--- config.mk ---
export PLATFORM = sky130hd
export DESIGN_NAME = cv32e40p_nmr_voter
export DESIGN_NICKNAME = d
export VERILOG_FILES = /design/src/rtl/cv32e40p_nmr_pkg.sv /design/src/rtl/cv32e40p_nmr_health.sv /design/src/rtl/cv32e40p_nmr_voter.sv
export SDC_FILE = /design/constraint.sdc
export NUM_CORES = 1
export LEC_CHECK = 0
export ABC_AREA = 1
export BUFFER_PORTS_ARGS = -buffer_cell sky130_fd_sc_hd__buf_2
export CORE_ASPECT_RATIO = 1.1
export CORE_MARGIN = 3
export CORE_UTILIZATION = 40
export DETAILED_ROUTE_END_ITERATION = 10
export SYNTH_ARGS = -nofsm -noshare
export SYNTH_HDL_FRONTEND = slang
export SYNTH_SLANG_ARGS = --single-unit
--- constraint.sdc ---
create_clock -name clk_i -period 5.1 [get_ports clk_i]
set_input_delay 0.255 -clock clk_i [delete_from_list [all_inputs] [get_ports clk_i]]
set_output_delay 0.255 -clock clk_i [all_outputs]
set_load 0.01 [all_outputs]
--- src/rtl/cv32e40p_nmr_pkg.sv ---
// Shared types and constants for the NMR word voter and its per-replica
// health trackers.
package cv32e40p_nmr_pkg;

  // Redundancy level, derived from the number of healthy replicas
  typedef enum logic [1:0] {
    NMR     = 2'b00,
    DUPLEX  = 2'b01,
    SIMPLEX = 2'b10
  } mode_e;

  // Per-replica health state
  typedef enum logic [1:0] {
    HEALTHY = 2'b00,
    SUSPECT = 2'b01,
    FAULTY  = 2'b10
  } health_e;

  // Width of the optional correction / uncorrectable beat totals
  localparam int STATS_W = 16;

endpackage

--- src/rtl/cv32e40p_nmr_health.sv ---
// Health tracker for one replica: counts consecutive mismatching beats and
// takes the replica out of the vote once the count reaches FAULT_THRESH.
// A FAULTY replica only comes back through reinstate.
module cv32e40p_nmr_health
  import cv32e40p_nmr_pkg::*;
#(
  parameter int FAULT_THRESH = 4,
  parameter int CNT_W        = 3
) (
  input  logic clk_i,
  input  logic rst_i,
  input  logic mismatch,
  input  logic beat_en,
  input  logic reinstate,
  input  logic exclude_allow,
  output logic healthy
);

  localparam logic [CNT_W-1:0] THRESH  = CNT_W'(FAULT_THRESH);
  localparam logic [CNT_W-1:0] CNT_MAX = '1;

  health_e          state_q, state_next;
  logic [CNT_W-1:0] cnt_q, cnt_next;
  logic [CNT_W-1:0] cnt_inc;

  // State and consecutive-mismatch counter registers
  always_ff @(posedge clk_i) begin
    if (rst_i) begin
      state_q <= HEALTHY;
      cnt_q   <= '0;
    end else begin
      state_q <= state_next;
      cnt_q   <= cnt_next;
    end
  end

  // Next state: reinstate wins over everything, otherwise only counted beats move the FSM
  always_comb begin
    state_next = state_q;
    cnt_next   = cnt_q;
    cnt_inc    = (cnt_q == CNT_MAX) ? cnt_q : cnt_q + CNT_W'(1);
    if (reinstate) begin
      state_next = HEALTHY;
      cnt_next   = '0;
    end else if (beat_en) begin
      case (state_q)
        HEALTHY: begin
          if (mismatch) begin
            cnt_next   = cnt_inc;
            state_next = (cnt_inc >= THRESH && exclude_allow) ? FAULTY : SUSPECT;
          end
        end
        SUSPECT: begin
          if (mismatch) begin
            cnt_next = cnt_inc;
            if (cnt_inc >= THRESH && exclude_allow) begin
              state_next = FAULTY;
            end
          end else begin
            state_next = HEALTHY;
            cnt_next   = '0;
          end
        end
        default: begin
          state_next = state_q;
        end
      endcase
    end
  end

  // A suspect replica still votes; only FAULTY removes it
  always_comb begin
    healthy = (state_q != FAULTY);
  end

endmodule

--- src/rtl/cv32e40p_nmr_voter.sv ---
// Registered N-modular-redundancy word voter with per-replica fault tracking.
// Votes over healthy replicas only and degrades NMR -> DUPLEX -> SIMPLEX as
// replicas are excluded. Optional macro CV32E40P_VOTER_STATS_EN adds
// saturating totals of corrected and uncorrectable beats.
module cv32e40p_nmr_voter
  import cv32e40p_nmr_pkg::*;
#(
  parameter int LEN          = 32,
  parameter int N_REP        = 3,
  parameter int FAULT_THRESH = 4,
  parameter int CNT_W        = 3
) (
  input  logic                 clk_i,
  input  logic                 rst_i,
  input  logic                 valid_i,
  input  logic [N_REP*LEN-1:0] in_i,
  input  logic [N_REP-1:0]     reinstate_i,
  output logic                 valid_o,
  output logic [LEN-1:0]       voted_o,
  output logic                 error_correct_o,
  output logic                 error_detected_o,
  output logic                 uncorrectable_o,
  output logic [N_REP-1:0]     healthy_o,
  output logic [1:0]           mode_o
`ifdef CV32E40P_VOTER_STATS_EN
  ,
  output logic [STATS_W-1:0]   corr_cnt_o,
  output logic [STATS_W-1:0]   uncorr_cnt_o
`endif
);

  localparam int AW = 4;
  localparam int IW = $clog2(N_REP);

  logic [LEN-1:0]   word [N_REP];
  logic [AW-1:0]    agree [N_REP];
  logic [AW-1:0]    h_cnt;
  logic [N_REP-1:0] healthy;
  logic [N_REP-1:0] low_onehot;
  logic [N_REP-1:0] mismatch;
  logic [N_REP-1:0] exclude_allow;
  logic [IW-1:0]    win_idx;
  logic [IW-1:0]    low_idx;
  logic             win_found;
  logic             detected;
  logic             all_mismatch;
  logic             beat_en;
  logic [LEN-1:0]   voted;
  mode_e            mode;

  // Unpack the replica bus into an indexable array
  always_comb begin
    for (int k = 0; k < N_REP; k++) begin
      word[k] = in_i[k*LEN +: LEN];
    end
  end

  // Count healthy replicas
  always_comb begin
    h_cnt = '0;
    for (int k = 0; k < N_REP; k++) begin
      if (healthy[k]) h_cnt = h_cnt + AW'(1);
    end
  end

  // For every replica, count the healthy replicas carrying the same word
  always_comb begin
    for (int i = 0; i < N_REP; i++) begin
      agree[i] = '0;
      for (int j = 0; j < N_REP; j++) begin
        if (healthy[j] && (word[j] == word[i])) agree[i] = agree[i] + AW'(1);
      end
    end
  end

  // Pick the lowest healthy strict-majority replica and the lowest healthy replica
  always_comb begin
    win_found = 1'b0;
    win_idx   = '0;
    low_idx   = '0;
    for (int i = N_REP - 1; i >= 0; i--) begin
      if (healthy[i]) low_idx = IW'(i);
      if (healthy[i] && ((agree[i] << 1) > h_cnt)) begin
        win_found = 1'b1;
        win_idx   = IW'(i);
      end
    end
  end

  // Voted word, disagreement detection and per-replica mismatch for the trackers
  always_comb begin
    voted    = win_found ? word[win_idx] : word[low_idx];
    detected = 1'b0;
    for (int k = 0; k < N_REP; k++) begin
      if (healthy[k] && (word[k] != word[low_idx])) detected = 1'b1;
      mismatch[k] = win_found && healthy[k] && (word[k] != voted);
    end
  end

  // Keep the lowest healthy replica if every healthy one would otherwise be excluded
  always_comb begin
    low_onehot    = healthy & (~healthy + N_REP'(1));
    all_mismatch  = &(mismatch | ~healthy);
    exclude_allow = ~(low_onehot & {N_REP{all_mismatch}});
    beat_en       = valid_i && win_found;
  end

  for (genvar k = 0; k < N_REP; k++) begin : g_health
    cv32e40p_nmr_health #(
      .FAULT_THRESH(FAULT_THRESH),
      .CNT_W       (CNT_W)
    ) u_health (
      .clk_i        (clk_i),
      .rst_i        (rst_i),
      .mismatch     (mismatch[k]),
      .beat_en      (beat_en),
      .reinstate    (reinstate_i[k]),
      .exclude_allow(exclude_allow[k]),
      .healthy      (healthy[k])
    );
  end

  // Redundancy level follows the registered healthy mask
  always_comb begin
    if (h_cnt >= AW'(3))      mode = NMR;
    else if (h_cnt == AW'(2)) mode = DUPLEX;
    else                      mode = SIMPLEX;
  end

  assign healthy_o = healthy;
  assign mode_o    = mode;

  // Output stage: one cycle of latency, word and flags hold across idle cycles
  always_ff @(posedge clk_i) begin
    if (rst_i) begin
      valid_o          <= 1'b0;
      voted_o          <= '0;
      error_correct_o  <= 1'b0;
      error_detected_o <= 1'b0;
      uncorrectable_o  <= 1'b0;
    end else begin
      valid_o <= valid_i;
      if (valid_i) begin
        voted_o          <= voted;
        error_correct_o  <= win_found && detected;
        error_detected_o <= detected;
        uncorrectable_o  <= !win_found;
      end
    end
  end

`ifdef CV32E40P_VOTER_STATS_EN
  // Saturating totals, counted from the registered flags of each valid beat
  always_ff @(posedge clk_i) begin
    if (rst_i) begin
      corr_cnt_o   <= '0;
      uncorr_cnt_o <= '0;
    end else begin
      if (valid_o && error_correct_o && (corr_cnt_o != '1)) begin
        corr_cnt_o <= corr_cnt_o + STATS_W'(1);
      end
      if (valid_o && uncorrectable_o && (uncorr_cnt_o != '1)) begin
        uncorr_cnt_o <= uncorr_cnt_o + STATS_W'(1);
      end
    end
  end
`endif

endmodule

==> run metrics <==
CORE AREA 23200 µm²; die area 25900 µm²; outcome complete, no violations; largest net degree at the start of global routing 58; Net count, final 2085; Initial Util 41.3%; gr usage total 34.4%; number of flops mapped to enable cells by yosys 0; Post-Layout Cell Count 2264; top cell type's share of synthesized area 18.9%; Sw Pwr 689 µW; hold crit path type in2reg; overall routed net length 46500 µm; clock skew 0.0231 ns; clock share of power 27.1%; DR pass1 iterations 6; drt wl/cell 20.6 µm; leakage power 6.27 nW; Seq pwr share 26.1%; worst hold slack 0.136 ns; WP data arrival 5.23 ns; # hold bufs at CTS 0; number of global-route vias before repair 11548; H-tree Lvls 2; utilization after layout 52.3%; setup violators final 0; critical path startpoint in_i[23]; M3 GR Usage 4.52%; Detail Placement HPWL 37800 µm; Final GP Congestion 1.05; Critical-path top delay cell xnor2_1; Layout area overhead 26.5%; most used cell, CP nand2_2; Vias 12746; worst slack at placement -0.390 ns; vias per cell 5.63; 1st-iter DRT viols 1477; placed cells 2256; buffer levels on the longest clock path 2; Crit. End Element flip-flop; initial antenna violation count 1; Die Width 154 µm; Tot Pwr 1.63 mW; Reg clk slew, reported paths 0.07 ns; CTS buffer count 5; syn_nets 1813; Synth cell types 54; share of total power in combinational logic 46.8%; Port Buf Inserts 142; Final Max Slew Viols 0; die height 168 µm; final worst path period need 5.02 ns; RSZ-0062 raised after global routing false; CP peak stage delay 0.34 ns; post-synth top area cell nand2_1; Cells after Synth 1691; Synth async-reset ratio 0%; CTS sink cnt 51; share of layout cells above drive strength 1 28.0%; wire length of the first global-routing pass 69600 µm; fmax 199 MHz; post-route ant nets 0; synthesized cell area 9590 µm²; most frequent cells in the layout 477 x nand2_1, 211 x buf_4, 205 x nand3_1; reg-to-reg startpoint g_health[1].u_health.state_q[1]; Syn Area/Cell 5.67 µm²; num ports 143; Max Cap Violations 0; worst IR drop on VDD 0.000132 V; Cell Int Power 940 µW; Critical Path RT 5.31 ns; largest cells by area after synthesis nand2_1 19%, nand3_1 11%, dfxtp_1 11%, nor2_1 6.5%, xor2_1 5.8%; post-synthesis sequential area ratio 10.6%; Worst Path Max Fanout 25; Sw Share 42.3%; most common cell after layout, fill and taps aside nand2_1; startpoint types input port; total inserted antenna cells 0; Clock Latency Late Sink 0.33 ns; grt total ovfl 0; Top FF cell, synth dfxtp_1; Final Hold Fails 0; drc violations 0; global route hottest layer met2; Synth Register Bits 51; met1 Use GR 46.1%; FP Rows 58; GR Util met2 55.6%; Root Buffer clkbuf_16; HP Start reinstate_i[1]; worst-margin pin slew 1.18 ns; placed standard-cell area 11900 µm²; setup TNS 0 ns; CTS tree built; YS warnings 0; Slew HR 21.2%; Crit Path Category in2reg; post-route cell area 12100 µm²; pwr/cell area 134 nW/µm²; final period utilization 98.5%; Setup WS post-layout 0.0784 ns
==> repair_timing <==
| item | in CTS | in global routing |
|---|---|---|
| pin swaps | 0 | 9 |
| gates resized for setup | 1 | 26 |
| setup endpoints to repair | 5 | 14 |
| setup buffers | 0 | 0 |
==> cells by family (layout without fill, tap and decap cells) <==
group	after synthesis	after routing	share of synthesized area (%)
adder cells (fa/ha/maj)	20	20	2.69
XOR/XNOR	111	111	10.1
AO/OA/AOI/OAI	205	205	12.6
buffers and inverters	279	552	13.7
AND/OR/NAND/NOR	1025	1025	50.2
flip-flops	51	51	10.6
==> per-layer routing <==
layer | vias to the layer above | share of wire (%)
li1 | 6040 | -
met1 | 5815 | 41
met2 | 744 | 44
met3 | 145 | 9.5
met4 | 2 | 5.4
met5 | - | 0.028
==> state kept, by name, indices dropped and copies added, names as in the netlist <==
| name | flops |
|---|---|
| voted_o | 32 |
| g_health.u_health.cnt_q | 9 |
| error_correct_o | 1 |
| error_detected_o | 1 |
| g_health.u_health.state_q | 6 |
| valid_o | 1 |
| uncorrectable_o | 1 |
==> synthesized netlist by cell type (all sizes together), types with 10 or more instances <==
| master | n |
|---|---|
| nand2 | 527 |
| nand3 | 237 |
| inv | 174 |
| nor2 | 173 |
| o21ai | 106 |
| buf | 76 |
| xor2 | 63 |
| dfxtp | 51 |
| xnor2 | 48 |
| nand4 | 45 |
| a21oi | 44 |
| clkbuf | 24 |
| or2 | 22 |
| ha | 19 |
| o22ai | 15 |
| nor4 | 10 |
==> cell type report <==
cell class / instances / area (µm²)
well taps: 300 / 375
fillers: 2471 / 11100
inverters: 179 / 677
clock inverters: 3 / 46.3
repair buffers: 365 / 2530
multi-input cells: 1361 / 7360
flip-flops and latches: 51 / 1020
clock buffers: 5 / 125
==> power by group through the flow <==
stage	Sequential, mW	Clock (mW)	Combinational (mW)
floorplan	0.444	0	0.381
global placement	0.434	0	0.733
detailed placement	0.435	0	0.733
CTS	0.426	0.445	0.736
global route	0.428	0.457	0.817
finish	0.425	0.442	0.762
==> worst max-delay path: cells and delay by family <==
family | cells | cell delay (ns)
buffers and inverters | 5 | 0.59
and+or+nand+nor | 21 | 2.83
xor gates and xnor gates | 2 | 0.48
AOI/OAI and AO/OA | 2 | 0.40
adders and majority gates | 2 | 0.61
==> path summary, 6_finish.rpt <==
check                                    end  slack [ns]  cells after the start
min          g_health[1].u_health.state_q[1]        0.14                      2
min reg2reg                  error_correct_o        0.46                      2
max reg2reg  g_health[0].u_health.state_q[1]        0.51                     31
max          g_health[0].u_health.state_q[1]        0.08                     32
Power figures use the tool's default switching activity.
